`config.mk`:
```
export PLATFORM = sky130hd
export DESIGN_NAME = shift_left_chaos_pipe_flat
export DESIGN_NICKNAME = d
export VERILOG_FILES = /design/src/rtl/shift_left_chaos_pipe_pkg.sv /design/src/rtl/shift_left_chaos_pipe_if.sv /design/src/rtl/shift_left_chaos_pipe_level.sv /design/src/rtl/shift_left_chaos_pipe.sv /design/src/flat_wrapper.sv
export SDC_FILE = /design/constraint.sdc
export NUM_CORES = 1
export LEC_CHECK = 0
export ABC_AREA = 1
export CORE_MARGIN = 2
export CORE_UTILIZATION = 45
export DETAILED_ROUTE_END_ITERATION = 8
export HOLD_SLACK_MARGIN = 0.06
export PLACE_DENSITY = 0.65
export SYNTH_ARGS = -nofsm -noshare
export SYNTH_HDL_FRONTEND = slang
export SYNTH_HIERARCHICAL = 1
export SYNTH_SLANG_ARGS = --single-unit
```
`constraint.sdc`:
```
create_clock -name clk -period 1.8 [get_ports clk]
set_input_delay 0.36 -clock clk [delete_from_list [all_inputs] [get_ports clk]]
set_output_delay 0.36 -clock clk [all_outputs]
set_load 0.05 [all_outputs]
```
`src/rtl/shift_left_chaos_pipe_pkg.sv`:
```
// chaos_pkg: shared constants, the per-beat pipeline record and the two mux
// cells used by the key-locked left shifter.
//   KEY_W / KEY_SLICE_W / N_LEVELS : key width, per-cell key slice width, level count
//   CHAOS_SHL_KEY                  : the only key value that yields correct shifts
//   shl_beat_t                     : data word plus its own shamt/c controls and valid
//   mux_cell / mux_chaos_cell      : plain 2:1 mux and the key-locked 2:1 mux
package chaos_pkg;

    localparam int KEY_W       = 24;
    localparam int KEY_SLICE_W = 6;
    localparam int N_LEVELS    = 5;

    localparam logic [KEY_W-1:0] CHAOS_SHL_KEY = 24'h5A3CE1;

    typedef struct packed {
        logic [31:0] data;
        logic [4:0]  shamt;
        logic        c;
        logic        valid;
    } shl_beat_t;

    function automatic logic mux_cell(input logic sel, input logic d0, input logic d1);
        return sel ? d1 : d0;
    endfunction

    // A wrong key slice inverts the effective select, so a locked cell picks
    // the opposite input; the output is always one of the two real inputs,
    // which keeps the locked datapath deterministic and X-free.
    function automatic logic mux_chaos_cell(input logic                   sel,
                                            input logic                   d0,
                                            input logic                   d1,
                                            input logic [KEY_SLICE_W-1:0] kslice,
                                            input logic [KEY_SLICE_W-1:0] kref);
        logic eff_sel;
        eff_sel = sel ^ (kslice != kref);
        return eff_sel ? d1 : d0;
    endfunction

endpackage

```
`src/rtl/shift_left_chaos_pipe_if.sv`:
```
// shift_left_chaos_pipe_if: key load port, input beat handshake and output
// handshake of the key-locked left shifter.
//   master : the side that drives operands and out_ready (bench / upstream)
//   slave  : the shifter itself
interface shift_left_chaos_pipe_if;
    import chaos_pkg::*;

    logic             key_we;
    logic [KEY_W-1:0] key;
    logic             in_valid;
    logic             in_ready;
    logic [31:0]      a;
    logic [4:0]       shamt;
    logic             c;
    logic             out_valid;
    logic             out_ready;
    logic [31:0]      y;

    modport master (
        output key_we, key, in_valid, a, shamt, c, out_ready,
        input  in_ready, out_valid, y
    );

    modport slave (
        input  key_we, key, in_valid, a, shamt, c, out_ready,
        output in_ready, out_valid, y
    );

endinterface

```
`src/rtl/shift_left_chaos_pipe_level.sv`:
```
// shl_chaos_level: one registered level of the left shifter. Shifts the beat
// left by 2**LEVEL when the beat's shamt[LEVEL] is set, filling vacated low
// bits with zero (c=0) or the bits wrapped from the top (c=1).
//   LEVEL  : level index 0..4
//   LOCKED : 1 = data and fill muxes are key-locked mux_chaos cells
//   clk, rst : clock, synchronous active-high reset
//   stall    : hold the stage register
//   key_q    : shared lock key
//   beat_in / beat_out : beat entering the level / registered beat leaving it
module shl_chaos_level
    import chaos_pkg::*;
#(
    parameter int LEVEL  = 0,
    parameter bit LOCKED = 1'b0
) (
    input  logic             clk,
    input  logic             rst,
    input  logic             stall,
    input  logic [KEY_W-1:0] key_q,
    input  shl_beat_t        beat_in,
    output shl_beat_t        beat_out
);

    localparam int SH = 1 << LEVEL;

    logic [31:0] shifted;
    logic [31:0] next_data;
    logic        unused_key;

    // Each level only reads its own key slices; the rest is intentionally ignored.
    assign unused_key = ^key_q;

    for (genvar j = 0; j < 32; j++) begin : g_bit
        if (LOCKED) begin : g_locked
            // Key slice s = j/16 + 2*(LEVEL-2): level 2 uses slices 0/1, level 3 uses 2/3.
            localparam int S = j / 16 + 2 * (LEVEL - 2);
            localparam logic [KEY_SLICE_W-1:0] KREF = CHAOS_SHL_KEY[KEY_SLICE_W*S +: KEY_SLICE_W];
            if (j >= SH) begin : g_move
                assign shifted[j] = beat_in.data[j-SH];
            end else begin : g_fill
                assign shifted[j] = mux_chaos_cell(beat_in.c, 1'b0, beat_in.data[32-SH+j],
                                                   key_q[KEY_SLICE_W*S +: KEY_SLICE_W], KREF);
            end
            assign next_data[j] = mux_chaos_cell(beat_in.shamt[LEVEL], beat_in.data[j], shifted[j],
                                                 key_q[KEY_SLICE_W*S +: KEY_SLICE_W], KREF);
        end else begin : g_plain
            if (j >= SH) begin : g_move
                assign shifted[j] = beat_in.data[j-SH];
            end else begin : g_fill
                assign shifted[j] = mux_cell(beat_in.c, 1'b0, beat_in.data[32-SH+j]);
            end
            assign next_data[j] = mux_cell(beat_in.shamt[LEVEL], beat_in.data[j], shifted[j]);
        end
    end

    // Stage register: the controls travel with the data so every beat keeps its own shamt/c.
    always_ff @(posedge clk) begin
        if (rst) begin
            beat_out <= '0;
        end else if (!stall) begin
            beat_out.data  <= next_data;
            beat_out.shamt <= beat_in.shamt;
            beat_out.c     <= beat_in.c;
            beat_out.valid <= beat_in.valid;
        end
    end

endmodule

```
`src/rtl/shift_left_chaos_pipe.sv`:
```
// shift_left_chaos_pipe: five-stage pipelined key-locked 32-bit left
// shifter/rotator. y = c ? rotl(a,shamt) : a << shamt while key_q holds
// CHAOS_SHL_KEY; latency 5 cycles, one beat per cycle without back-pressure.
//   W   : data width (only 32)
//   clk : clock
//   rst : synchronous active-high reset
//   sif : key load, input and output handshakes (slave side)
module shift_left_chaos_pipe
    import chaos_pkg::*;
#(
    parameter int W = 32
) (
    input logic                    clk,
    input logic                    rst,
    shift_left_chaos_pipe_if.slave sif
);

    logic [KEY_W-1:0] key_q;
    logic             stall;
    logic             unused_ctrl;
    shl_beat_t        stage [0:N_LEVELS];

    // Key register is shared by all beats; a load during a stall still lands.
    always_ff @(posedge clk) begin
        if (rst) begin
            key_q <= '0;
        end else if (sif.key_we) begin
            key_q <= sif.key;
        end
    end

    // A presented but unaccepted result freezes the whole chain.
    assign stall        = stage[N_LEVELS].valid & ~sif.out_ready;
    assign sif.in_ready = ~stall;

    assign stage[0] = '{data: sif.a, shamt: sif.shamt, c: sif.c, valid: sif.in_valid};

    for (genvar i = 0; i < N_LEVELS; i++) begin : g_level
        shl_chaos_level #(
            .LEVEL  (i),
            .LOCKED ((i == 2) || (i == 3))
        ) u_level (
            .clk      (clk),
            .rst      (rst),
            .stall    (stall),
            .key_q    (key_q),
            .beat_in  (stage[i]),
            .beat_out (stage[i+1])
        );
    end

    assign sif.out_valid = stage[N_LEVELS].valid;
    assign sif.y         = stage[N_LEVELS].data[W-1:0];

    // The final stage's controls have no further consumer.
    assign unused_ctrl = ^{stage[N_LEVELS].shamt, stage[N_LEVELS].c};

endmodule

```
`src/flat_wrapper.sv`:
```
// flat-port wrapper written by rule: the top's interface ports become plain ports
module shift_left_chaos_pipe_flat import chaos_pkg::*;
#(
    parameter int W = 32
)
  (clk, rst, sif_key_we, sif_key, sif_in_valid, sif_a, sif_shamt, sif_c, sif_out_ready, sif_in_ready, sif_out_valid, sif_y);
  shift_left_chaos_pipe_if sif_i ();
  input logic clk;
  input logic rst;
  input wire logic [$bits(sif_i.key_we)-1:0] sif_key_we;
  input wire logic [$bits(sif_i.key)-1:0] sif_key;
  input wire logic [$bits(sif_i.in_valid)-1:0] sif_in_valid;
  input wire logic [$bits(sif_i.a)-1:0] sif_a;
  input wire logic [$bits(sif_i.shamt)-1:0] sif_shamt;
  input wire logic [$bits(sif_i.c)-1:0] sif_c;
  input wire logic [$bits(sif_i.out_ready)-1:0] sif_out_ready;
  output wire logic [$bits(sif_i.in_ready)-1:0] sif_in_ready;
  output wire logic [$bits(sif_i.out_valid)-1:0] sif_out_valid;
  output wire logic [$bits(sif_i.y)-1:0] sif_y;
  assign sif_i.key_we = sif_key_we;
  assign sif_i.key = sif_key;
  assign sif_i.in_valid = sif_in_valid;
  assign sif_i.a = sif_a;
  assign sif_i.shamt = sif_shamt;
  assign sif_i.c = sif_c;
  assign sif_i.out_ready = sif_out_ready;
  assign sif_in_ready = sif_i.in_ready;
  assign sif_out_valid = sif_i.out_valid;
  assign sif_y = sif_i.y;
  shift_left_chaos_pipe #(.W(W)) u_core (.clk(clk), .rst(rst), .sif(sif_i));
endmodule
```
==> run metrics, run 1 <==
Global Route Usage Sum=0.197; clk buf depth=3; routability cong.=0.938; ratio of cells with drive above 1 in the final layout=0.125; Post-route DRC=0; GR Overflow Total=0; drt pass-1 iters=5; CTS hold repair buffers=0; largest net degree at the start of global routing=51; Arrival @ worst endpoint=1.33 ns; Die ar.=between 0.02 and 0.025 mm2; I/O Buffers=100; Tcrit/Tclk final=0.939; CTS Sinks=between 200 and 250; CTS tree=built; Synth Cell Area=between 0.01 and 0.015 mm2; PwrDens=between 900 and 1000 mW/mm2; VDD IR-drop max=0.000487 V; first-pass GRT wire length=approximately 40000 um; drt wl/cell=roughly 12 um; core area=0.0219 mm2; Final Routed Wirelength=approximately 23000 um; Hold WC Path Type=input pin to register; clock skew=0.0124 ns; max_cap viols=0; Initial Util=0.461; average vias per placed instance=between 4 and 5; Period minus WS final=~1.7 ns; Rel. slew slack=0.531; crit start category=register; Placed Cells=approximately 1.9k; synthesized instance count=1532; Hold Crit Depth=3; Fmax achieved=slightly below 600 MHz; final std cells w/o fill=1900; endpoints failing setup=0; initial antenna violation count=0; static leakage=between 6 and 7 nW; Area Overhead vs Synth=18.6%; Vias=roughly 9.2k; Setup TNS=0 ns; CP Class=register to primary output; CTS buffer count=24; boundary pin count=between 100 and 150; Slew Viols, Final=0; Critical Path RT=1.44 ns; root buffer cell=clkbuf_16; final core occ=0.547; endpoint class of the critical path=primary output; endpoints failing hold=0; post-route ant nets=0; HPWL after DPL=roughly 16000 um; drt initial violations=614; die width=between 150 and 200 um; worst skew pair latency=roughly 0.51 ns; diodes inserted=0; status=complete, no violations; H-Tree Depth=1; Post-layout nets=about 1.7k; Reg2Reg Depth=10; Synth warnings=6; Net Count, Synth=1599; RSZ-0062 raised after global routing=no; Die Ht=about 150 um; worst slew pin tran=around 0.70 ns; crit-path max FO=4; vias in the first global route=8334; clk slew on worst S/H paths=around 0.060 ns; number of cell rows=54; Avg Cell Area, Syn=about 6.6 um2
## sequential cells by signal (all words and copies together), names as in the netlist
register and count:
u_core/key_q 24, u_core/g_level.u_level/beat_out 179
## placed cells by master (no fill, tap or decap)
cell and count:
clkinvlp_4 2, clkbuf_8 7, nand2_4 3, inv_4 2, clkbuf_1 3, nor2_2 15
nand3_1 114, buf_2 1, inv_2 11, nand2_2 32, nand4_1 2, buf_4 59
inv_8 2, bufinv_16 3, clkbuf_16 25, a21oi_1 100, o21ai_0 54, nor2_4 6
dfxtp_1 202, nand2_1 381, nor2_1 319, nand3_4 1, nand3_2 18, clkinv_2 2
nand4_4 1, buf_12 11, dfxtp_2 1, clkdlybuf4s50_1 65, inv_1 142, o21ai_1 35
clkinv_4 1
## per-stage QoR
stage / area (um2) / setup slack (ns) / hold WS (ns) / power (mW)
after floorplan: 10100 / 0.00510 / 0.433 / 5.81
after global placement: 11100 / -0.0745 / 0.447 / 6.19
after detailed placement: 11100 / -0.0809 / 0.450 / 6.20
after CTS: 11900 / 0.0235 / 0.399 / 11.4
after global routing: 12000 / 0.0425 / 0.423 / 11.8
final: 12000 / 0.111 / 0.404 / 11.3
## power by group
group,switching (mW),internal [mW]
Sequential,0.200,4.73
Combinational,0.686,0.491
Clock,1.89,3.26
Total,2.78,8.49
## per-layer routing
layer,GRT usage,routed length (um)
met1,0.277,11600
met3,0.0262,882
met4,0.0472,410
met2,0.323,10600
met5,0,0
## cell type report
type,instances,area (um2)
inverter,156,598
multi-input combinational,1081,4770
fill,2286,9920
timing repair buffer,136,1320
tap,280,350
sequential,203,4070
clock buffer,35,733
clock inverter,9,135
## worst paths after layout
| kind | endpoint | slack, ns | start |
|---|---|---|---|
| worst min register to register | u_core/g_level[0].u_level/beat_out[0]$_SDFFE_PP0N_ | 0.45 | u_core/g_level[0].u_level/beat_out[0]$_SDFFE_PP0N_ |
| worst max register to register | u_core/g_level[0].u_level/beat_out[10]$_SDFFE_PP0N_ | 0.24 | u_core/g_level[4].u_level/beat_out[0]$_SDFFE_PP0N_ |
| worst max-delay path | sif_in_ready | 0.11 | u_core/g_level[4].u_level/beat_out[0]$_SDFFE_PP0N_ |
| worst min-delay path | u_core/g_level[0].u_level/beat_out[6]$_SDFFE_PP0N_ | 0.40 | sif_shamt[4] |
## critical path, stage by stage (launching register included)
cell and delay (ns):
dfxtp_2 0.33, inv_1 0.06, nor2_4 0.10, buf_12 0.11, inv_1 0.04, buf_4 0.18
## what timing repair did
item | CTS | global route
resized for setup | 1 | 0
setup buffers | 0 | 3
endpoints found under the setup margin | 1 | 1
No activity file was read; power rests on OpenSTA's default activity.
==> run 2, diff against run 1 <==
--- a/config.mk
+++ b/config.mk
@@ -6,11 +6,13 @@
 export NUM_CORES = 1
 export LEC_CHECK = 0
 export ABC_AREA = 1
+export CELL_PAD_IN_SITES_DETAIL_PLACEMENT = 1
+export CELL_PAD_IN_SITES_GLOBAL_PLACEMENT = 1
 export CORE_MARGIN = 2
-export CORE_UTILIZATION = 45
+export CORE_UTILIZATION = 37
 export DETAILED_ROUTE_END_ITERATION = 8
 export HOLD_SLACK_MARGIN = 0.06
-export PLACE_DENSITY = 0.65
+export PLACE_DENSITY_LB_ADDON = 0.08
 export SYNTH_ARGS = -nofsm -noshare
 export SYNTH_HDL_FRONTEND = slang
 export SYNTH_HIERARCHICAL = 1
==> run metrics, run 2 (synthesis results as in run 1) <==
status=complete, no violations; Slew Viols, Final=0 (unchanged); drt wl/cell=14.0 um (+14%); initial antenna violation count=0 (unchanged); Final Routed Wirelength=27500 um (+17%); HPWL after DPL=19800 um (+21%); Hold Slack=0.325 ns (-0.0788 ns); ratio of cells with drive above 1 in the final layout=0.127 (+0.00170); Critical Path RT=1.44 ns (about the same); Post-layout nets=1671 (+0.12%); number of cell rows=60 (+11%); sequential share of power=0.444 (+0.006); Die Ht=169 um (+10%); filler instances=3551 (+55%); crit-path max FO=8 (+4); worst hold start=rst; vias in the first global route=9496 (+14%); Biggest register=u_core/g_level.u_level/beat_out; VDD IR-drop max=0.000553 V (+14%); CTS hold repair buffers=0 (unchanged); worst slew pin tran=0.491 ns (-0.212 ns); drt initial violations=447 (-27%); CP Class=register to primary output; setup bufs post-CTS=0 (unchanged); final std cells w/o fill=1963 (+3.3%); I/O Buffers=100 (unchanged); max_cap viols=0 (unchanged); GR Overflow Total=0 (unchanged); Fmax achieved=580 MHz (-2.1%); Die ar.=0.0286 mm2 (+21%); reg2reg start=u_core/key_q[12]$_SDFFE_PP0P_; clk slew on worst S/H paths=0.06 ns (about the same); post-route ant nets=0 (unchanged); average vias per placed instance=4.73 (-2.2%); boundary pin count=101 (unchanged); PwrDens=923 mW/mm2 (-1.9%); crit start category=register; register area=0.00407 mm2 (unchanged); diodes inserted=0 (unchanged); Arrival @ worst endpoint=1.36 ns (+0.03 ns); GRT Max-Usage Layer=met2; leading registers by flop count=u_core/g_level.u_level/beat_out: 179 flops, u_core/key_q: 24 flops; Placed Cells=1919 (+3.6%); Tcrit/Tclk final=0.958 (+0.0197); endpoints failing hold=0 (unchanged); Area Overhead vs Synth=19.5%; Hold Crit Depth=4 (+1); grt met3 use=0.0266 (+0.000374); M1 GR Usage=0.269 (-0.00757); Period minus WS final=1.72 ns (+0.0355 ns); Rel. slew slack=0.672 (+0.141); power share of the combinational group=0.109 (+0.005); Pint=8.29 mW (-2.3%); Post-route DRC=0 (unchanged); die width=169 um (+10%); static leakage=6.20 nW (+0.10%); Vias=9293 (+1.0%); sw frac=0.255 (+0.00856); Reg2Reg Depth=8 (-2); GR Layer Usage met2=0.331 (+0.00896); most common cell after layout, fill and taps aside=nand2_1; # resized after CTS=3 (+2); Clk network pwr share=0.447 (-0.011); end of the worst hold path=u_core/g_level[3].u_level/beat_out[28]$_SDFFE_PP0N_; CTS Sinks=203 (unchanged); max FFs per register=179 (unchanged); clk buf depth=3 (unchanged); Global Route Usage Sum=0.197 (about the same); root buffer cell=clkbuf_16; Hold WC Path Type=input pin to register; H-Tree Depth=1 (unchanged); Initial Util=0.376 (-0.0855); R2R Setup Slk=0.31 ns (+0.07 ns); drt pass-1 iters=4 (-1); CTS buffer count=24 (unchanged); routability cong.=0.789 (-16%); endpoint class of the critical path=primary output; endpoints failing setup=0 (unchanged); worst skew pair latency=0.52 ns (about the same); commonest non-fill, non-tap cells in the layout=nand2_1 (381), nor2_1 (319), dfxtp_1 (202); core area=0.0269 mm2 (+23%); largest net degree at the start of global routing=49 (-3.9%); first-pass GRT wire length=47300 um (+18%); r2r endpoint=u_core/g_level[3].u_level/beat_out[20]$_SDFFE_PP0N_; RSZ-0062 raised after global routing=no; P_sw=2.84 mW (+2.3%); multi-input combinational cell area=0.00477 mm2 (unchanged); clock skew=0.0176 ns (+0.00522 ns); CTS tree=built
run 2: power by group through the flow:
| stage | clock network (mW) | logic, mW | registers (mW) |
|---|---|---|---|
| floorplan | 0 | 0.783 | 5.03 |
| global placement | 0 | 1.20 | 5.03 |
| detailed placement | 0 | 1.22 | 5.04 |
| CTS | 5.14 | 1.23 | 4.94 |
| global route | 5.32 | 1.39 | 4.97 |
| finish | 4.98 | 1.21 | 4.94 |
run 2: cell type report:
| cell class | instances | share of cell area |
|---|---|---|
| timing repair buffer | 138 | 0.114 |
| inverter | 156 | 0.0496 |
| clock buffer | 34 | 0.0597 |
| sequential | 203 | 0.337 |
| tap | 341 | 0.0354 |
| clock inverter | 10 | 0.00851 |
| multi-input combinational | 1081 | 0.396 |
run 2: critical path, stage by stage (launching register included):
cell and delay (ns):
dfxtp_2 0.34, inv_1 0.06, nor2_4 0.10, buf_12 0.15
inv_2 0.06, buf_6 0.15
run 2: worst max-delay path by stage:
stage	startpoint	to	slack [ns]	cells after the start
6_report	u_core/g_level[4].u_level/beat_out[0]$_SDFFE_PP0N_	sif_in_ready	0.08	5
5_1_grt	u_core/g_level[4].u_level/beat_out[0]$_SDFFE_PP0N_	sif_in_ready	0.02	5
4_1_cts	u_core/g_level[4].u_level/beat_out[0]$_SDFFE_PP0N_	sif_in_ready	0.04	5
3_5_place_dp	sif_out_ready	u_core/g_level[0].u_level/beat_out[38]$_SDFFE_PP0N_	-0.15	9
3_3_place_gp	sif_out_ready	u_core/g_level[0].u_level/beat_out[32]$_SDFFE_PP0N_	-0.13	9
2_1_floorplan	u_core/g_level[4].u_level/beat_out[0]$_SDFFE_PP0N_	u_core/g_level[0].u_level/beat_out[35]$_SDFFE_PP0N_	0.005	9
run 2: routing by layer:
layer / vias to the layer above / share of wire
met5: - / 0
met4: 0 / 0.020
met3: 34 / 0.031
met2: 130 / 0.46
met1: 4246 / 0.49
li1: 4883 / -
run 2: stage by stage:
step                      power (mW)  instance area (um2)  worst slack [ns]   util  setup TNS (ns)
after floorplan                 5.81                10100           0.00510      -               0
after global placement          6.23                11200            -0.131  0.418           -2.00
after detailed placement        6.26                11200            -0.150  0.418           -2.76
after CTS                       11.3                12100            0.0357  0.449               0
after global routing            11.7                12100            0.0151  0.449               0
final                           11.1                12100            0.0752  0.449               0
